<file path="config.mk">
export PLATFORM = sky130hd
export DESIGN_NAME = nn_result_tx
export DESIGN_NICKNAME = d
export VERILOG_FILES = /design/src/rtl/nn_result_tx.sv
export SDC_FILE = /design/constraint.sdc
export NUM_CORES = 1
export LEC_CHECK = 0
export CAP_MARGIN = 10
export CORE_MARGIN = 3
export CORE_UTILIZATION = 55
export DETAILED_ROUTE_END_ITERATION = 12
export PLACE_DENSITY = 0.78
export SYNTH_ARGS = -nofsm -noshare
export SYNTH_HDL_FRONTEND = slang
export SYNTH_SLANG_ARGS = --single-unit
</file>
<file path="constraint.sdc">
create_clock -name i_clk -period 3.76 [get_ports i_clk]
set_input_delay 1.128 -clock i_clk [delete_from_list [all_inputs] [get_ports i_clk]]
set_output_delay 1.128 -clock i_clk [all_outputs]
set_load 0.05 [all_outputs]
</file>
<file path="src/rtl/nn_result_tx.sv">
// nn_result_tx -- result-return path of the NN serial link.
//
// When nn_core signals completion (rising edge of i_nn_finish), the block reads
// O_NUM result words from the output memory (opm) through its base/offset read port.
// It sends them on o_txd as 8N1 UART bytes, LSB first, in this frame:
//   HDR, payload bytes (MSB byte of each word first), XOR checksum of payload.
//
// State | meaning
// ------+-------------------------------------------------------------
// IDLE  | waiting for a 0->1 edge on i_nn_finish
// HDR   | sending the header byte
// RDREQ | presenting opm_offset = word index (txd idle)
// RDLAT | opm_dout valid; capture word, start its first byte (txd idle)
// DATA  | sending payload bytes of the current word, back-to-back
// CSUM  | sending the checksum byte
// DONE  | one-cycle tx_done pulse, busy already low
//
// Ports:
//   i_clk, i_rst      clock, synchronous active-high reset
//   i_nn_finish       inference-complete level; rising edge starts a frame
//   i_res_base        opm base address of the result vector, latched at start
//   o_opm_base        opm read base address
//   o_opm_offset      opm read offset (word index)
//   i_opm_dout        opm read data, valid 1 cycle after base/offset
//   o_txd             UART serial output, idle high
//   o_tx_busy         high from frame start through the last stop bit
//   o_tx_done         one-cycle pulse after the checksum stop bit
module nn_result_tx #(
  parameter int          D_LEN     = 16,
  parameter int          DA_AWIDTH = 8,
  parameter int          OFS_WIDTH = 4,
  parameter int          O_NUM     = 10,
  parameter int          CLK_DIV   = 434,
  parameter logic [7:0]  HDR       = 8'hA5
) (
  input  logic                 i_clk,
  input  logic                 i_rst,
  input  logic                 i_nn_finish,
  input  logic [DA_AWIDTH-1:0] i_res_base,
  output logic [DA_AWIDTH-1:0] o_opm_base,
  output logic [OFS_WIDTH-1:0] o_opm_offset,
  input  logic [D_LEN-1:0]     i_opm_dout,
  output logic                 o_txd,
  output logic                 o_tx_busy,
  output logic                 o_tx_done
);

  localparam int NB    = D_LEN / 8;
  localparam int BI_W  = (NB > 1) ? $clog2(NB) : 1;
  localparam int DIV_W = $clog2(CLK_DIV);
  localparam logic [BI_W-1:0]      LAST_BYTE = BI_W'(NB - 1);
  localparam logic [OFS_WIDTH-1:0] LAST_WORD = OFS_WIDTH'(O_NUM - 1);
  localparam logic [DIV_W-1:0]     DIV_LAST  = DIV_W'(CLK_DIV - 1);

  typedef enum logic [2:0] {
    S_IDLE,
    S_HDR,
    S_RDREQ,
    S_RDLAT,
    S_DATA,
    S_CSUM,
    S_DONE
  } state_t;

  state_t                 r_state;
  logic                   r_fin_q;
  logic                   r_txd;
  logic                   r_tx_busy;
  logic                   r_tx_done;
  logic [DA_AWIDTH-1:0]   r_opm_base;
  logic [OFS_WIDTH-1:0]   r_opm_offset;
  logic [OFS_WIDTH-1:0]   r_word_idx;
  logic [BI_W-1:0]        r_byte_idx;
  logic [D_LEN-1:0]       r_word;
  logic [7:0]             r_tx_byte;
  logic [7:0]             r_csum;
  logic [3:0]             r_bit_cnt;
  logic [DIV_W-1:0]       r_div_cnt;

  logic                   w_sending;
  logic                   w_byte_end;
  logic [7:0]             w_first_byte;
  logic [7:0]             w_next_byte;

  assign w_sending    = (r_state == S_HDR) || (r_state == S_DATA) || (r_state == S_CSUM);
  // Last cycle of the stop bit: the next byte (or state) takes over on the following cycle.
  assign w_byte_end   = w_sending && (r_bit_cnt == 4'd9) && (r_div_cnt == DIV_LAST);
  assign w_first_byte = i_opm_dout[D_LEN-1 -: 8];
  assign w_next_byte  = r_word[D_LEN-1 -: 8];

  always_ff @(posedge i_clk) begin
    if (i_rst) begin
      r_state      <= S_IDLE;
      r_fin_q      <= 1'b0;
      r_txd        <= 1'b1;
      r_tx_busy    <= 1'b0;
      r_tx_done    <= 1'b0;
      r_opm_base   <= '0;
      r_opm_offset <= '0;
      r_word_idx   <= '0;
      r_byte_idx   <= '0;
      r_word       <= '0;
      r_tx_byte    <= '0;
      r_csum       <= '0;
      r_bit_cnt    <= '0;
      r_div_cnt    <= '0;
    end else begin
      r_fin_q   <= i_nn_finish;
      r_tx_done <= 1'b0;

      // Bit timing within a byte; byte boundaries are handled by the state case below.
      if (w_sending && !w_byte_end) begin
        if (r_div_cnt == DIV_LAST) begin
          r_div_cnt <= '0;
          r_bit_cnt <= r_bit_cnt + 4'd1;
          if (r_bit_cnt == 4'd8) begin
            r_txd <= 1'b1;
          end else begin
            r_txd     <= r_tx_byte[0];
            r_tx_byte <= r_tx_byte >> 1;
          end
        end else begin
          r_div_cnt <= r_div_cnt + DIV_W'(1);
        end
      end

      case (r_state)
        S_IDLE: begin
          if (i_nn_finish && !r_fin_q) begin
            r_opm_base <= i_res_base;
            r_word_idx <= '0;
            r_csum     <= '0;
            r_tx_busy  <= 1'b1;
            r_txd      <= 1'b0;
            r_tx_byte  <= HDR;
            r_bit_cnt  <= '0;
            r_div_cnt  <= '0;
            r_state    <= S_HDR;
          end
        end

        S_HDR: begin
          if (w_byte_end) begin
            r_txd        <= 1'b1;
            r_opm_offset <= r_word_idx;
            r_state      <= S_RDREQ;
          end
        end

        S_RDREQ: r_state <= S_RDLAT;

        // Read data is used directly so the start bit follows without a third idle cycle.
        S_RDLAT: begin
          r_word     <= i_opm_dout << 8;
          r_byte_idx <= '0;
          r_txd      <= 1'b0;
          r_tx_byte  <= w_first_byte;
          r_csum     <= r_csum ^ w_first_byte;
          r_bit_cnt  <= '0;
          r_div_cnt  <= '0;
          r_state    <= S_DATA;
        end

        S_DATA: begin
          if (w_byte_end) begin
            if (r_byte_idx != LAST_BYTE) begin
              r_byte_idx <= r_byte_idx + BI_W'(1);
              r_word     <= r_word << 8;
              r_txd      <= 1'b0;
              r_tx_byte  <= w_next_byte;
              r_csum     <= r_csum ^ w_next_byte;
              r_bit_cnt  <= '0;
              r_div_cnt  <= '0;
            end else if (r_word_idx != LAST_WORD) begin
              r_word_idx   <= r_word_idx + OFS_WIDTH'(1);
              r_opm_offset <= r_word_idx + OFS_WIDTH'(1);
              r_txd        <= 1'b1;
              r_state      <= S_RDREQ;
            end else begin
              r_txd     <= 1'b0;
              r_tx_byte <= r_csum;
              r_bit_cnt <= '0;
              r_div_cnt <= '0;
              r_state   <= S_CSUM;
            end
          end
        end

        S_CSUM: begin
          if (w_byte_end) begin
            r_txd     <= 1'b1;
            r_tx_busy <= 1'b0;
            r_tx_done <= 1'b1;
            r_state   <= S_DONE;
          end
        end

        S_DONE: r_state <= S_IDLE;

        default: r_state <= S_IDLE;
      endcase
    end
  end

  assign o_opm_base   = r_opm_base;
  assign o_opm_offset = r_opm_offset;
  assign o_txd        = r_txd;
  assign o_tx_busy    = r_tx_busy;
  assign o_tx_done    = r_tx_done;

endmodule

</file>
# ---- Yosys cells after proc, flatten, opt, wreduce, memory -nomap -nowiden
# Index checks and enable logic that the tools add are counted.
dict set report word_totals {
  register_bits 69
  output_inout_bits 15
  wordCells 120
}
dict set report op_classes {
  n_addsub 4
  eq_ne 16
  n_mux 59
  bitwise_logic 3
  reduce_logical 24
}
# operator n
set ops {}
lappend ops {{$mux 8} 10}
lappend ops {{$mux 9} 6}
lappend ops {{$pmux 8 s3} 2}
lappend ops {{$mux 4} 11}
lappend ops {{$mux 16} 2}
lappend ops {{$pmux 16 s2} 1}
lappend ops {{$pmux 9 s3} 1}
lappend ops {{$mux 3} 6}
lappend ops {{$pmux 3 s6} 1}
lappend ops {{$pmux 4 s2} 2}
lappend ops {{$xor 8x8->8} 2}
lappend ops {{$reduce_and 5->1} 3}
lappend ops {{$mux 1} 13}
lappend ops {{$ne 2x2->1 const B} 6}
lappend ops {{$pmux 4 s3} 1}
lappend ops {{$add 9x1->9 const B} 1}
lappend ops {{$eq 9x9->1 const B} 1}
lappend ops {{$add 4x1->4 const B} 2}
lappend ops {{$eq 4x4->1 const B} 2}
lappend ops {{$reduce_bool 2->1} 4}
lappend ops {{$eq 3x2->1 const B} 2}
lappend ops {{$eq 3x3->1 const B} 2}
lappend ops {{$reduce_and 3->1} 2}
lappend ops {{$logic_and 1x1->1} 4}
lappend ops {{other kinds (14)} 19}

# ---- Longest topological paths before layout
dict set report logic_depth {
  depth_word 12
  ltp_mapped 9
  mapped_depth_nobuf 7
}

# ---- Worst setup path after synthesis
# No wires, ideal clock.
dict set report synth_timing {
  path_type {input -> register}
  from {in i_nn_finish}
  to {reg r_word_idx[2]}
  setup_time_ns 0.070
  t_arrival_ns 2.404
  setup_slack_ns 1.286
  cell_stages 6
  cell_sequence {or4b_1 buf_2 nor2_8 a31oi_4 or3_1 a21oi_1}
}
dict set report synth_via {
  elab_chain_cells 3
}
# item line
set synth_lines {}
lappend synth_lines {{start: declaration} 38} ;# input logic i_nn_finish,
lappend synth_lines {{$logic_and 1x1->1} 129} ;# if (i_nn_finish && !r_fin_q) begin
lappend synth_lines {{$ne 2x2->1 (no source line)} n/a}
lappend synth_lines {{$reduce_and 5->1 (no source line)} n/a}
lappend synth_lines {{end signal: assignment} 175} ;# r_word_idx <= r_word_idx + OFS_WIDTH'(1);
lappend synth_lines {{end: declaration} 72} ;# logic [OFS_WIDTH-1:0] r_word_idx;
# No other way between the ends.
# A chain may end at the register's enable or synchronous reset.

# ---- Worst setup path in the final report
# Ends and elaborated chain as after synthesis.

==> impl_metrics.yaml <==
floorplan:
  num_rows: 27
  initial_utilization_pct: 58.6
  die_w_um: 84.0
  io_pins: 42
  coreArea_um2: 5710
  die_area_um2: 7050
  die_h_um: 84.0
routing:
  route.detailed.drc: 0
  first_iter_violations: 202
  post_drt_via_cell_ratio: 5.94
  wire_per_inst_um: 15.6
  vias: 2996
  dr.pass1.iters: 5
  routed_wl_um: 7840
  antenna_left: 0
power:
  ir_drop_mv: 0.294
  leakage_nw: 1.46
  pwr_density_cell_nw_per_um2: 424
  p_total_mw: 1.70
timing:
  slew_headroom_pct: 29.0
  timing_hold_violations_final: 0
  tns_ns: 0
  worst_pin_slew_ns: 1.05
  rsz0062_at_grt: "no"
  setup_ws_ns: 0.931
  max_clock_freq_mhz: 353
  finalSetupViolCount: 0
  whs_ns: 0.454
  drv_slew: 0
  fin_crit_sh_pct: 75.3
  skew_ns: 0.00765
  min_period_ns: 2.83
clock_network:
  cts_hold_buffers: 0
  cts_resized: 0
  cts_num_sinks: 61
  postCtsSetupBuffers: 0
  htree_levels: 3
  tritoncts: "done"
  cts_buffers: 9
  clk_path_buf_depth: 2
  cts.clk_slew.worst_paths_ns: 0.07
  insertion_delay_ns: 0.34
  cts-root-buf: "clkbuf_8"
final_layout:
  syn2layout_area_growth_pct: 20.0
  nNetsFinal: 462
  post_route_cells_drive_above_1_share_pct: 10.4
  final_common_cell: "dfxtp_1"
  mostFrequentLayoutCells: "dfxtp_1, nor2_1, a21oi_1, clkdlybuf4s50_1, nand2_1"
  antennaDiodeCount: 0
  final_area_um2: 4010
logic_synthesis:
  synth_top_area_share_pct: 36.5
  netlist_instances: 394
  synth.area.top_cells: "dfxtp_1, a21oi_1, nor2_1"
  async_flop_share_pct: 0
  synth_edf_count: 0
  seq_area_frac_synth_pct: 36.5
  synth.cell_area_um2: 3340
  synthDistinctLibCells: 57
  syn_nets: 429
  ys_warn_count: 0
  yosys.area.top_type: "dfxtp_1"
  synth.avg_cell_area_um2: 8.49
  synth_ff_type: "dfxtp_1"
  synth.ff_latch_count: 61
placed_design:
  dp_hpwl_um: 5490
  io_buffers: 41
  routabilityCongestion: 0.834
  post-place-ws_ns: 0.622
  place_area_um2: 3750
global_routing:
  grt.overflow.total: 0
  grt_max_degree: 29
  grt_pass1_vias: 2742
  grt_pass1_wl_um: 13200
  grtUsageTotal_pct: 22.9
  antenna_found_initial: 0
status:
  status: "completed"
critical_path:
  critPathLaunchType: "input port"
  required_ns: 4.03
  crit_type: "in -> reg"
  endpoint_kind: "flip-flop"
  arrival_ns: 3.10
  cp_max_fo: 10
  reg2reg_depth: 6
job:
  cap_violations: 0
worst_hold_path:
  whs_path_depth: 2
  holdCritPathClass: "reg -> reg"
[cells in the mapped netlist (3+ instances only)]
library cell	count
ha_1	8
a21bo_2	3
a22o_1	8
nand2_1	38
clkbuf_1	10
or2_2	3
o2bb2ai_1	3
o22ai_1	4
nor2_1	46
a22oi_1	8
o22a_1	7
xnor2_1	7
mux2_2	3
nor2b_1	3
inv_1	11
a21boi_0	5
buf_2	8
o211ai_1	4
xor2_1	5
or3_1	3
o21ai_0	18
a21oi_1	43
mux2i_1	6
nor3_1	8
and3_1	8
nand3_1	12
a311oi_2	8
nand4_1	6
and2_1	4
dfxtp_1	61
[flip-flops by register name (all words and copies together), names as in the netlist]
name and flops:
r_div_cnt 9, o_opm_base 8, r_csum 8, r_tx_byte 8
r_word 8, o_opm_offset 4, r_bit_cnt 4, r_word_idx 4
r_state 3, o_tx_busy 1, o_tx_done 1, o_txd 1
r_byte_idx 1, r_fin_q 1
[kinds of logic after synthesis]
| family | share of synthesized area, % |
|---|---|
| adder cells (fa/ha/maj) | 2.99 |
| flip-flops | 36.5 |
| buffers and inverters | 4.34 |
| AO/OA/AOI/OAI | 26.8 |
| XOR/XNOR | 3.14 |
| AND/OR/NAND/NOR | 23.4 |
| multiplexers | 2.81 |
[worst max-delay path: stages]
cell	delay, ns
clkdlybuf4s50_1	0.49
or4b_1	0.62
nor2_8	0.23
a31oi_4	0.08
or3_1	0.39
a21oi_1	0.16
[stage by stage]
| stage | instances | util (%) |
|---|---|---|
| global placement | 488 | 65.8 |
| global route | 504 | 70.3 |
| CTS | 504 | 70.3 |
| detailed placement | 488 | 65.8 |
| floorplan | 394 | - |
| finish | 504 | 70.3 |
[where the power goes]
group	switching, mW	internal (mW)	leakage [nW]
sequential	0.0287	0.672	0.495
combinational	0.148	0.101	0.836
clock	0.257	0.495	0.130
total	0.434	1.27	1.46
[path summary, 6_finish.rpt]
| path | startpoint | end | slack [ns] |
|---|---|---|---|
| setup / recovery | i_nn_finish | r_word_idx[2] | 0.93 |
| hold / removal | o_opm_base[0] | o_opm_base[0] | 0.45 |
| setup reg to reg | r_state[2] | r_div_cnt[5] | 1.03 |
| hold reg to reg | o_opm_base[0] | o_opm_base[0] | 0.45 |
[final cells by class]
type / instances / area [um2]
sequential: 61 / 1220
clock inverter: 3 / 90.1
multi-input combinational: 300 / 1980
tap: 72 / 90.1
timing repair buffer: 43 / 420
clock buffer: 13 / 169
fill: 467 / 1700
inverter: 12 / 45.0
[metal layers]
metal  up-vias  global-route usage [%]  wire (um)  part of all wire [%]
li1       1497                       -          -                     -
met1      1419                    31.2       3690                    47
met2        67                    35.6       3680                    47
met3        13                    5.23        348                   4.4
met4         0                    8.04        115                   1.5
met5         -                       0          0                     0
No activity file was read; power rests on OpenSTA's default activity.
